**config.mk**
```make
export PLATFORM = sky130hd
export DESIGN_NAME = cic_dec_ctrl
export DESIGN_NICKNAME = d
export VERILOG_FILES = /design/src/rtl/cic_dec_ctrl.sv
export SDC_FILE = /design/constraint.sdc
export NUM_CORES = 1
export LEC_CHECK = 0
export BUFFER_PORTS_ARGS = -buffer_cell sky130_fd_sc_hd__buf_2
export CAP_MARGIN = 20
export CORE_MARGIN = 2
export CORE_UTILIZATION = 40
export CTS_BUF_LIST = sky130_fd_sc_hd__clkbuf_2 sky130_fd_sc_hd__clkbuf_4 sky130_fd_sc_hd__clkbuf_8
export DETAILED_ROUTE_END_ITERATION = 8
export GPL_ROUTABILITY_DRIVEN = 1
export PLACE_DENSITY = 0.72
export SYNTH_ARGS = -nofsm -noshare
export SYNTH_HDL_FRONTEND = slang
export SYNTH_SLANG_ARGS = --single-unit
```
**constraint.sdc**
```tcl
create_clock -name clk -period 1.45 [get_ports clk]
set_clock_uncertainty 0.05 [all_clocks]
set_input_delay 0.145 -clock clk [delete_from_list [all_inputs] [get_ports clk]]
set_output_delay 0.145 -clock clk [all_outputs]
set_load 0.03 [all_outputs]
```
**src/rtl/cic_dec_ctrl.sv**
```systemverilog
// Sequencing controller for the decimating CIC filter: gates ADC strobes, flushes and settles
// the filter, buffers decimated samples for a valid/ready consumer and flags lost/missing outputs.
module cic_dec_ctrl #(
  parameter int unsigned DATA_WIDTH     = 12,
  parameter int unsigned DECIM          = 400,
  parameter int unsigned SETTLE_OUTPUTS = 3,
  parameter int unsigned FLUSH_CYCLES   = 4
) (
  input  logic                  clk,
  input  logic                  reset_n,
  input  logic                  enable,
  input  logic                  adc_valid,
  input  logic [DATA_WIDTH-1:0] adc_data,
  output logic                  cic_reset,
  output logic                  cic_clk_enable,
  output logic [DATA_WIDTH-1:0] cic_data,
  input  logic                  cic_ce_out,
  input  logic [DATA_WIDTH-1:0] cic_dout,
  output logic                  m_valid,
  output logic [DATA_WIDTH-1:0] m_data,
  input  logic                  m_ready,
  output logic                  running,
  output logic                  overrun,
  output logic                  wdog_err,
  input  logic                  err_clr
);

  localparam int unsigned WD_LIMIT = 2 * DECIM;
  localparam int unsigned WD_W     = $clog2(WD_LIMIT + 1);
  localparam int unsigned FL_W     = (FLUSH_CYCLES > 1) ? $clog2(FLUSH_CYCLES) : 1;
  localparam int unsigned SO_W     = (SETTLE_OUTPUTS > 1) ? $clog2(SETTLE_OUTPUTS) : 1;

  typedef enum logic [1:0] {
    ST_IDLE   = 2'd0,
    ST_FLUSH  = 2'd1,
    ST_SETTLE = 2'd2,
    ST_RUN    = 2'd3
  } state_e;

  state_e                state_q, state_d;
  logic [FL_W-1:0]       flush_cnt_q, flush_cnt_d;
  logic [SO_W-1:0]       settle_cnt_q, settle_cnt_d;
  logic [WD_W-1:0]       wd_cnt_q, wd_cnt_d;
  logic                  cic_reset_q, cic_reset_d;
  logic                  cic_ce_q, cic_ce_d;
  logic [DATA_WIDTH-1:0] cic_data_q, cic_data_d;
  logic                  m_valid_q, m_valid_d;
  logic [DATA_WIDTH-1:0] m_data_q, m_data_d;
  logic                  running_q, running_d;
  logic                  overrun_q, overrun_d;
  logic                  wdog_q, wdog_d;

  logic fwd_c, wd_fire_c, load_c, pop_c, ovr_set_c;

  // State and output registers
  always_ff @(posedge clk or negedge reset_n) begin
    if (!reset_n) begin
      state_q      <= ST_IDLE;
      flush_cnt_q  <= '0;
      settle_cnt_q <= '0;
      wd_cnt_q     <= '0;
      cic_reset_q  <= 1'b1;
      cic_ce_q     <= 1'b0;
      cic_data_q   <= '0;
      m_valid_q    <= 1'b0;
      m_data_q     <= '0;
      running_q    <= 1'b0;
      overrun_q    <= 1'b0;
      wdog_q       <= 1'b0;
    end else begin
      state_q      <= state_d;
      flush_cnt_q  <= flush_cnt_d;
      settle_cnt_q <= settle_cnt_d;
      wd_cnt_q     <= wd_cnt_d;
      cic_reset_q  <= cic_reset_d;
      cic_ce_q     <= cic_ce_d;
      cic_data_q   <= cic_data_d;
      m_valid_q    <= m_valid_d;
      m_data_q     <= m_data_d;
      running_q    <= running_d;
      overrun_q    <= overrun_d;
      wdog_q       <= wdog_d;
    end
  end

  // Next-state, counters, data paths and flags
  always_comb begin
    state_d      = state_q;
    flush_cnt_d  = '0;
    settle_cnt_d = '0;
    wd_cnt_d     = wd_cnt_q;
    cic_ce_d     = 1'b0;
    cic_data_d   = cic_data_q;
    m_valid_d    = m_valid_q;
    m_data_d     = m_data_q;
    ovr_set_c    = 1'b0;

    fwd_c     = (state_q == ST_SETTLE) || (state_q == ST_RUN);
    wd_fire_c = fwd_c && (wd_cnt_q == WD_W'(WD_LIMIT));
    load_c    = (state_q == ST_RUN) && cic_ce_out;
    pop_c     = m_valid_q && m_ready;

    // Dropping enable overrides everything, so counters always restart from zero
    if (!enable) begin
      state_d = ST_IDLE;
    end else begin
      case (state_q)
        ST_IDLE: state_d = ST_FLUSH;
        ST_FLUSH: begin
          if (flush_cnt_q == FL_W'(FLUSH_CYCLES - 1)) state_d = ST_SETTLE;
          else                                        flush_cnt_d = flush_cnt_q + FL_W'(1);
        end
        ST_SETTLE: begin
          if (wd_fire_c) begin
            state_d = ST_FLUSH;
          end else if (cic_ce_out) begin
            if (settle_cnt_q == SO_W'(SETTLE_OUTPUTS - 1)) state_d = ST_RUN;
            else                                           settle_cnt_d = settle_cnt_q + SO_W'(1);
          end else begin
            settle_cnt_d = settle_cnt_q;
          end
        end
        ST_RUN:  if (wd_fire_c) state_d = ST_FLUSH;
        default: state_d = ST_IDLE;
      endcase
    end

    // Strobes since the last filter output; saturates at the limit
    if (cic_ce_out || ((state_d == ST_SETTLE) && (state_q != ST_SETTLE))) begin
      wd_cnt_d = '0;
    end else if (fwd_c && adc_valid && (wd_cnt_q != WD_W'(WD_LIMIT))) begin
      wd_cnt_d = wd_cnt_q + WD_W'(1);
    end

    if (fwd_c && adc_valid) begin
      cic_ce_d   = 1'b1;
      cic_data_d = adc_data;
    end

    // One-entry output buffer; a load into a full, unpopped buffer is dropped
    if (!enable) begin
      m_valid_d = 1'b0;
    end else if (load_c && (!m_valid_q || pop_c)) begin
      m_valid_d = 1'b1;
      m_data_d  = cic_dout;
    end else begin
      if (load_c) ovr_set_c = 1'b1;
      if (pop_c)  m_valid_d = 1'b0;
    end

    overrun_d   = (overrun_q && !err_clr) || ovr_set_c;
    wdog_d      = (wdog_q && !err_clr) || wd_fire_c;
    cic_reset_d = (state_d == ST_IDLE) || (state_d == ST_FLUSH);
    running_d   = (state_d == ST_RUN);
  end

  assign cic_reset      = cic_reset_q;
  assign cic_clk_enable = cic_ce_q;
  assign cic_data       = cic_data_q;
  assign m_valid        = m_valid_q;
  assign m_data         = m_data_q;
  assign running        = running_q;
  assign overrun        = overrun_q;
  assign wdog_err       = wdog_q;

endmodule

```
-- Yosys cells after proc, flatten, opt, wreduce, memory -nomap -nowiden
Cells that the tools add are included.
- word-level logic and storage cells: 73
- input port bits: 31
- flip-flop bits (word level): 46
- output and inout bits: 30
- $add $sub $neg: 3
- muxes and demuxes: 24
- reduce and logical (&&, ||, !) cells: 21
- equality and inequality tests: 13
- operators with widths (operator ; count):
    $mux W2 ; 14
    $mux W10 ; 2
    $eq A2 B2 Y1 const B ; 6
    $add A10 B1 Y10 const B ; 1
    $eq A10 B10 Y1 const B ; 1
    $ne A10 B10 Y1 const B ; 1
    $logic_and A1 B1 Y1 ; 9
    $pmux W2 S4 ; 1
    $mux W1 ; 7
    $logic_or A1 B1 Y1 ; 6
    $add A2 B1 Y2 const B ; 2
    $eq A2 B1 Y1 const B ; 2
    $logic_not A2 Y1 ; 2
    $ne A4 B4 Y1 const B ; 1
    $ne A3 B1 Y1 const B ; 1
    $logic_not A1 Y1 ; 2
    $ne A2 B2 Y1 const B ; 1
    $reduce_and A2 Y1 ; 1
    $reduce_bool A2 Y1 ; 1

-- Depth between registers and ports, before layout
Gate-level depths: netlist of the first run.
- depth after elaboration: 10
- gate-level depth with buffers: 5
- gate-level depth less buffers: 5

-- Worst setup path before layout of the first run
Ideal clock, no wire load.
- path type: register to register
- from: register m_valid_q (netlist: m_valid)
- to: register m_data_q[10] (netlist: m_data[10])
- cell stages (with the launch flop): 5
- slack: -0.073 ns
- period minus slack after synthesis: 1.523 ns
- arrival: 1.348 ns
- setup time: 0.125 ns
- buffers on the path: 1
- required time: 1.275 ns
- path through: dfrtp_1 -> nor2b_1 -> nor2_1 -> buf_4 -> mux2_2
- cells in the longest elaborated chain, start to end: 4
- elaborated cells between the ends (all ways): 5
- those cells by class: 5 x reduce/logical
- ends and longest elaborated chain (item ; RTL line ; source):
    from (decl) ; 47 ; logic m_valid_q, m_valid_d;
    from (signal assigned) ; 78 ; m_valid_q <= m_valid_d;
    $logic_not A1 Y1 or $logic_and A1 B1 Y1 (tied branches) ; 143, 101 ;
    $logic_or A1 B1 Y1 (*) ; 143 ; end else if (load_c && (!m_valid_q || pop_c)) begin
    $logic_and A1 B1 Y1 (*) ; 143 ;
    $reduce_and A2 Y1 (no source line) (*) ; -- ;
    to (signal assigned) ; 79 ; m_data_q <= m_data_d;
    to (decl) ; 48 ; logic [DATA_WIDTH-1:0] m_data_q, m_data_d;
Every way passes the cells marked *; elsewhere a longest branch is shown, timed or not.
A chain may end at the register's enable or synchronous reset.

-- Worst setup path after layout of the first run
- from: register wd_cnt_q[2]
- to: register wdog_q (netlist: wdog_err)
- cells in the longest elaborated chain, start to end: 3
- ends and longest elaborated chain (item ; RTL line ; source):
    from (decl) ; 43 ; logic [WD_W-1:0] wd_cnt_q, wd_cnt_d;
    from (signal assigned) ; 74 ; wd_cnt_q <= wd_cnt_d;
    $eq A10 B10 Y1 ; 99 ; wd_fire_c = fwd_c && (wd_cnt_q == WD_W'(WD_LIMIT));
    $logic_and A1 B1 Y1 ; 99 ;
    $logic_or A1 B1 Y1 ; 152 ; wdog_d = (wdog_q && !err_clr) || wd_fire_c;
    via wdog_d ; 51 ; logic wdog_q, wdog_d;
    to (signal assigned) ; 82 ; wdog_q <= wdog_d;
    to (decl) ; 51 ;
The timed path passes the listed nets, and every way through them passes these cells.

==> metrics.cfg, run 1 <==
[power]
peakVddDrop_mv=0.7983
powerDensity_mw_per_mm2=850.5
power_mw=2.391
p_leak_nw=1.426

[layout]
seqCellArea_mm2=0.001159
multiInputGateArea_um2=890.9
final_cell_mix=buf_2 (60), dfrtp_1 (40), mux2_2 (18)
final_common_cell=buf_2
diodes=0
nets=282
n_fill_cell=400
syn_to_final_growth_pct=39.65
utilization=0.5875
layout-drive-gt1-share=0.5663

[critical_path]
r2r_cells=4
required_ns=1.63
timing.rr.end=wdog_err$_DFF_PN0_
end_kind=flop
reg2reg_from=wd_cnt_q[2]$_DFFE_PN0P_
start_kind=flop
ff2ff_setup_slack_ns=-0.02
cp_max_fo=5
critPathArrivalTime_ns=1.65
crit_type=flop to flop

[clock_tree]
clock_latency_ns=0.29
cts_buffers=5
ctsRootBufferMaster=clkbuf_8
cts_max_level=2
clock_path_buffers=2
clk_pin_slew_ns=0.08
cts_tree=done
cts_sinks=46

[drt]
detail_route.wl_per_cell_um=13.93
drt-initial-drc-count=59
wl_mm=4.402
dr.pass1.iters=4
drc_errors=0
vias=1610
final_antenna_net_count=0
via_per_inst=5.095

[yosys]
syn_nets=197
syn_inst=163
ys_types=38
synth_flop_cell=dfrtp_1
syn-cell-area_mm2=0.002013
synth-async-reset-ratio=1.000
synth_seq_area_share=0.5724
ys_warn_count=0
syn_avg_cell_area_um2=12.35
synth-edff-count=0
ys_seq_elements=46

[timing]
max_freq_ghz=0.6794
worst_slack_ns=-0.02183
min_period_over_period=1.015
rsz0062_at_grt=yes
finalSetupViolations=2
worst_pin_slew_ns=0.4124
finalHoldViolations=0
relSlewSlack=0.7241
slew_viol_final=0
final.min_clock_period_ns=1.472

[grt]
grt_max_degree=33
track_usage=0.1486
grt_pass1_vias=1437
antenna_found_initial=0
gr-total-overflow=0
grt_pass1_wl_mm=6.320

[place]
pre_cts_slack_ns=-0.1261
place.gp.congestion=0.7660
io_buffers=60
place_hpwl_mm=3.066

[outcome]
status=finished with violations
failed_checks=setup timing

[worst_hold_path]
hold_path_class=input pin to flop
hold-path-cell-count=2
hp-start=adc_data[4]
hold_end=cic_data[4]$_DFFE_PN0P_

[floorplanning]
fp.dieArea_mm2=0.005617
rows=25
fp.dieW_um=74.95
start_util=0.4207
core_area_mm2=0.004786
die_h_um=74.95
ios=61

[flow_run]
maxCapViolations=0

[what timing repair did]
item                                    4_1_cts  5_1_grt
endpoints found under the hold margin        14        0
gates resized for setup                      10       23
gates cloned                                  0        1
pin swaps                                     7        7
endpoints found under the setup margin       20       28
setup buffers                                 1        6
hold buffers                                  1        0
[worst max path at each step]
stage	cells after the start	end	from	slack, ns
6_report	4	wdog_err$_DFF_PN0_	wd_cnt_q[2]$_DFFE_PN0P_	-0.02
2_1_floorplan	4	m_data[10]$_DFFE_PN0P_	m_valid$_DFFE_PN0P_	0.002
5_1_grt	5	state_q[1]$_DFF_PN0_	wd_cnt_q[1]$_DFFE_PN0P_	-0.08
3_5_place_dp	5	wd_cnt_q[0]$_DFFE_PN0P_	wd_cnt_q[0]$_DFFE_PN0P_	-0.13
4_1_cts	4	wd_cnt_q[6]$_DFFE_PN0P_	wd_cnt_q[0]$_DFFE_PN0P_	-0.009
3_3_place_gp	5	wd_cnt_q[1]$_DFFE_PN0P_	wd_cnt_q[0]$_DFFE_PN0P_	-0.05
[cell type report]
cell class                      count  area share
Clock buffer                        6     0.02715
Clock inverter                      2    0.004895
Inverter                           12     0.01602
Multi-Input combinational cell    100      0.3169
Sequential cell                    46      0.4121
Tap cell                           67     0.02982
Timing Repair Buffer               83      0.1931
[kinds of logic (layout without fill, tap and decap cells)]
family,Yosys count,after routing,share of synthesized area
compound gates,25,25,0.07707
fa+ha+maj,3,3,0.01865
buf+inv,17,103,0.04226
flops,46,46,0.5724
mux,27,27,0.1492
simple gates,45,45,0.1405
[layer usage]
metal / vias up / routed length (um) / track usage
met5: - / 0 / 0
met4: 0 / 58 / 0.04365
met3: 6 / 180 / 0.04016
met2: 39 / 2316 / 0.2612
met1: 803 / 1847 / 0.1781
li1: 762 / - / -
[cell usage after synthesis, types with 2 or more instances]
| cell type | instances | area share |
|---|---|---|
| a21oi_1 | 9 | 0.022 |
| a31oi_1 | 3 | 0.0093 |
| or4_1 | 4 | 0.015 |
| nor3_1 | 2 | 0.0050 |
| buf_6 | 2 | 0.011 |
| dfrtp_1 | 45 | 0.56 |
| nor2b_1 | 2 | 0.0062 |
| nand4_1 | 2 | 0.0062 |
| nand2_1 | 8 | 0.015 |
| buf_2 | 2 | 0.0050 |
| o21ai_0 | 4 | 0.0099 |
| inv_1 | 11 | 0.021 |
| nor4_1 | 3 | 0.0093 |
| mux2_2 | 24 | 0.13 |
| nor3b_1 | 2 | 0.0075 |
| o31ai_1 | 4 | 0.015 |
| nor2_1 | 2 | 0.0037 |
| ha_1 | 3 | 0.019 |
| mux2i_1 | 3 | 0.015 |
| nand3_1 | 8 | 0.020 |
| or3_1 | 2 | 0.0062 |
| nand4b_1 | 2 | 0.0087 |
[critical path, stage by stage (launching register included)]
cell and delay, ns:
dfrtp_1 0.45, nor3b_1 0.28, buf_4 0.20, and4_4 0.28, a22o_1 0.15
[stage by stage]
step | cells | setup TNS [ns] | hold slack, ns | area, um^2
2_1_floorplan | 163 | 0 | -0.2006 | 2023
3_3_place_gp | 299 | -0.1092 | 0.02269 | 2506
3_5_place_dp | 299 | -0.7145 | 0.02474 | 2506
4_1_cts | 309 | -0.02931 | 0.01788 | 2654
5_1_grt | 316 | -0.5338 | 0.01139 | 2811
6_report | 316 | -0.02527 | 0.02408 | 2811
[report_power, final]
part / internal (mW) / total, mW / leakage [nW] / switching, mW
sequential: 1.32 / 1.34 / 0.624 / 0.0187
clock: 0.359 / 0.784 / 0.0486 / 0.425
combinational: 0.105 / 0.266 / 0.754 / 0.161
total: 1.79 / 2.39 / 1.43 / 0.605
[state kept, by name, indices dropped and copies added, names as in the netlist]
register,cells
running,1
cic_reset,1
wdog_err,1
wd_cnt_q,10
settle_cnt_q,2
state_q,2
cic_data,12
cic_clk_enable,1
m_data,12
m_valid,1
overrun,1
flush_cnt_q,2
(Power assumes the default switching activity.)
==> inputs of run 2 (changes only) <==
- TNS_END_PERCENT: not set -> 20
==> run 2 against run 1 <==
The flow now finishes without violations. Critical path depth rose by 1. Die area is the same. Via count shrank 3.8%. Non-clock buffer count shrank 5. Global-route usage grew 0.056 points. Clock power decreased by 0.9%. Wire length decreased by 2.4%.
==> metrics.cfg, run 2 (synthesized netlist as in run 1, its figures left out) <==
[timing]
relSlewSlack=0.7105
rsz0062_at_grt=yes
finalHoldViolations=0
slew_viol_final=0
finalSetupViolations=0
final.min_clock_period_ns=1.440
max_freq_ghz=0.6945
min_period_over_period=0.9930
worst_pin_slew_ns=0.4326

[place]
post-place-cells=299
io_buffers=60
dpl_cell_area_mm2=0.002506
place_hpwl_mm=3.066
place.gp.congestion=0.7660

[clock_tree]
cts_buffers=5
clock_path_buffers=2
clock_latency_ns=0.29
clk_pin_slew_ns=0.08
cts_max_level=2
ctsRootBufferMaster=clkbuf_8
cts_sinks=46
cts_tree=done

[layout]
nets=277
fin_area_mm2=0.002748
layout-drive-gt1-share=0.5738
utilization=0.5741
seqCellArea_mm2=0.001159
final_cell_mix=buf_2 (60), dfrtp_1 (40), mux2_2 (20)
stdcell_count=311
diodes=0
syn_to_final_growth_pct=36.48
n_fill_cell=409
final_common_cell=buf_2
multiInputGateArea_um2=892.1

[outcome]
status=completed

[worst_hold_path]
hold_path_class=input pin to flop

[grt]
antenna_found_initial=0
track_usage=0.1492
grt_pass1_vias=1428
grt_pass1_wl_mm=6.348
gr-total-overflow=0
grt_max_degree=33

[drt]
via_per_inst=4.981
dr.pass1.iters=4
drt-initial-drc-count=51
detail_route.wl_per_cell_um=13.82
final_antenna_net_count=0
drc_errors=0
vias=1549
wl_mm=4.297

[floorplanning]
fp.dieArea_mm2=0.005617
ios=61
fp.dieW_um=74.95
rows=25
die_h_um=74.95
start_util=0.4207
core_area_mm2=0.004786

[power]
peakVddDrop_mv=0.7904
p_leak_nw=1.382
powerDensity_mw_per_mm2=866.3

[critical_path]
crit_type=flop to flop
start_kind=flop
cp_max_fo=4
end_kind=flop
critPathArrivalTime_ns=1.61
required_ns=1.62

[flow_run]
maxCapViolations=0

run 2: cell types whose count changed in the layout (fill, tap and decap cells not counted), moves of 2 or more:
cell | previous run | this run
mux2_2 | 18 | 20
a21oi_1 | 7 | 5
buf_4 | 17 | 14
or4_4 | 1 | 4
or4_1 | 3 | 0
mux2_4 | 6 | 4
a21oi_2 | 2 | 4
run 2: final timing paths:
path	start	endpoint	slack [ns]	depth (start not counted)
setup / recovery	wd_cnt_q[1]$_DFFE_PN0P_	wd_cnt_q[1]$_DFFE_PN0P_	0.01	5
hold / removal	adc_data[4]	cic_data[4]$_DFFE_PN0P_	0.02	2
setup reg to reg	wd_cnt_q[1]$_DFFE_PN0P_	wd_cnt_q[1]$_DFFE_PN0P_	0.01	5
hold reg to reg	flush_cnt_q[0]$_DFF_PN0_	flush_cnt_q[0]$_DFF_PN0_	0.39	1
max in group asynchronous	reset_n	wd_cnt_q[0]$_DFFE_PN0P_	0.60	3
min in group asynchronous	reset_n	m_data[3]$_DFFE_PN0P_	0.25	2
run 2: per-layer routing:
metal	global-route usage	vias up	wire, um
met5	0	-	0
li1	-	748	-
met2	0.2661	36	2245
met1	0.1789	757	1826
met4	0.03571	0	72
met3	0.04016	8	152
run 2: critical path: stages (launching register included):
cell,delay (ns)
dfrtp_1,0.43
inv_2,0.07
ha_4,0.16
and4b_2,0.25
a31oi_4,0.22
mux2i_1,0.20
run 2: power by group:
group,total (mW),leakage [nW],switching [mW],internal [mW]
logic,0.263,0.709,0.160,0.103
clock network,0.777,0.0486,0.418,0.359
registers,1.34,0.624,0.0190,1.32
total,2.38,1.38,0.596,1.78
run 2: final cells by class:
type	instances	share of cell area
Multi-Input combinational cell	100	0.3247
Sequential cell	46	0.4217
Timing Repair Buffer	78	0.1730
Clock inverter	2	0.005009
Tap cell	67	0.03051
Inverter	12	0.01730
Clock buffer	6	0.02778
run 2: stage by stage:
stage | setup WS, ns | power (mW) | TNS [ns] | hold slack [ns]
6_report | 0.01014 | 2.380 | 0 | 0.02463
5_1_grt | -0.06918 | 2.486 | -0.7535 | 0.01486
4_1_cts | -0.04026 | 2.408 | -0.1371 | 0.01788
3_5_place_dp | -0.1261 | 1.626 | -0.7145 | 0.02474
3_3_place_gp | -0.04819 | 1.618 | -0.1092 | 0.02269
2_1_floorplan | 0.001927 | 1.495 | 0 | -0.2006
run 2: repair_timing:
| item | CTS | global route |
|---|---|---|
| gates resized for setup | 7 | 26 |
| endpoints found under the setup margin | 20 | 28 |
| endpoints found under the hold margin | 14 | 0 |
| buffers inserted | 0 | 3 |
| pin swaps | 2 | 10 |
| hold buffers | 1 | 0 |
==> inputs of run 3 (changes only) <==
- CORE_ASPECT_RATIO: not set -> 0.8
==> run 3 against run 2 <==
The flow now finishes with violations (setup timing). Flip-flop and latch count unchanged. Via count down 2.3%. Critical path depth unchanged. Clock-buffer cell count down 1. Die area about the same. Sequential share of layout area up 0.95 points. Wire length down 0.95%. Hold slack worse by 0.0066 ns. Register-to-register slack worse by 0.05 ns. Setup slack worse by 0.046 ns. Sequential power about the same. Critical endpoint unchanged. Largest power group unchanged.
==> metrics.cfg, run 3 (synthesized netlist as in run 1, its figures left out) <==
[outcome]
status=finished with violations
failed_checks=setup timing

[critical_path]
required_ns=1.63
ff2ff_setup_slack_ns=-0.04
start_kind=flop
crit_type=flop to flop
reg2reg_from=wd_cnt_q[1]$_DFFE_PN0P_
crit_start=wd_cnt_q[1]$_DFFE_PN0P_
end_kind=flop
critPathArrivalTime_ns=1.66
cp_max_fo=4

[timing]
relSlewSlack=0.7304
rsz0062_at_grt=yes
worst_slack_ns=-0.03615
slew_viol_final=0
final.min_clock_period_ns=1.486
finalHoldViolations=0
max_freq_ghz=0.6729
worst_pin_slew_ns=0.4029
finalSetupViolations=7
min_period_over_period=1.025

[layout]
layout-drive-gt1-share=0.5350
fin_area_mm2=0.002681
diodes=0
final_cell_mix=buf_2 (60), dfrtp_1 (42), mux2_2 (24)
nets=276
utilization=0.5449
syn_to_final_growth_pct=33.19
final_common_cell=buf_2

[floorplanning]
start_util=0.4091
ios=61
die_h_um=67.46
fp.dieArea_mm2=0.005620
rows=23
fp.dieW_um=83.32
core_area_mm2=0.004921

[place]
dpl_cell_area_mm2=0.002500
place_hpwl_mm=3.076
place.gp.congestion=0.7946
io_buffers=60
pre_cts_slack_ns=-0.1068

[clock_tree]
clock_latency_ns=0.30
cts_buffers=5
cts_tree=done
clock_path_buffers=2
cts_sinks=46
ctsRootBufferMaster=clkbuf_8
cts_max_level=2
clk_pin_slew_ns=0.09

[drt]
dr.pass1.iters=4
vias=1514
m1WireLength_mm=1.939
final_antenna_net_count=0
top_layer=met4
detail_route.wl_per_cell_um=13.95
route.met3.wl_um=304
via_per_inst=4.964
drc_errors=0
drt-initial-drc-count=44
wl_mm=4.256
wl_met2_mm=1.950

[power]
powerDensity_mw_per_mm2=899.4
p_leak_nw=1.364
peakVddDrop_mv=0.6050

[flow_run]
maxCapViolations=0

[grt]
antenna_found_initial=0
grt_pass1_wl_mm=6.561
track_usage=0.1536
grt_pass1_vias=1395
gr-total-overflow=0
grt_max_degree=26

[worst_hold_path]
hold_path_class=input pin to flop
hp-start=adc_data[8]

==> run 3: final timing paths <==
| path | cells past startpoint | to |
|---|---|---|
| min in group asynchronous | 2 | overrun$_DFF_PN0_ |
| hold / removal | 2 | cic_data[8]$_DFFE_PN0P_ |
| max in group asynchronous | 3 | wd_cnt_q[5]$_DFFE_PN0P_ |
| hold reg to reg | 1 | flush_cnt_q[0]$_DFF_PN0_ |
| setup reg to reg | 5 | wd_cnt_q[1]$_DFFE_PN0P_ |
| setup / recovery | 5 | wd_cnt_q[1]$_DFFE_PN0P_ |
==> run 3: worst max-delay path, cell delays in order, from the launching register on <==
cell,delay [ns]
dfrtp_1,0.42
inv_1,0.07
ha_2,0.18
and4b_2,0.29
a31oi_4,0.20
mux2i_1,0.21
==> run 3: report_power, final <==
group	total (mW)	switching, mW	internal (mW)	leakage (nW)
combinational	0.260	0.159	0.101	0.691
clock	0.810	0.462	0.348	0.0447
sequential	1.34	0.0194	1.32	0.627
total	2.41	0.640	1.77	1.36
==> run 3: repair_timing <==
action / in CTS / in global routing
hold buffers: 1 / 0
pin swaps: 0 / 7
buffers inserted: 0 / 2
resized for setup: 4 / 15
hold endpoints to repair: 12 / 0
endpoints found under the setup margin: 20 / 27
==> run 3: metal layers <==
metal / up-vias / global-route usage
li1: 742 / -
met4: 0 / 0.05533
met3: 5 / 0.06601
met1: 722 / 0.1971
met5: - / 0
met2: 45 / 0.2349
==> run 3: layout make-up <==
class | count | area, um^2
Fill cell | 426 | 2240
Sequential cell | 46 | 1156
Multi-Input combinational cell | 100 | 840.8
Timing Repair Buffer | 77 | 467.9
Tap cell | 62 | 77.57
Clock buffer | 5 | 68.82
Inverter | 12 | 45.04
Clock inverter | 3 | 25.02
==> run 3: stage by stage <==
| step | TNS (ns) | cells | hold slack [ns] | power [mW] |
|---|---|---|---|---|
| floorplan | 0 | 163 | -0.2006 | 1.495 |
| global placement | -0.06025 | 294 | 0.02738 | 1.620 |
| detailed placement | -0.9925 | 294 | 0.03870 | 1.627 |
| CTS | -0.3956 | 303 | 0.008893 | 2.445 |
| global route | -0.8976 | 305 | 0.0002455 | 2.523 |
| finish | -0.1445 | 305 | 0.01799 | 2.411 |
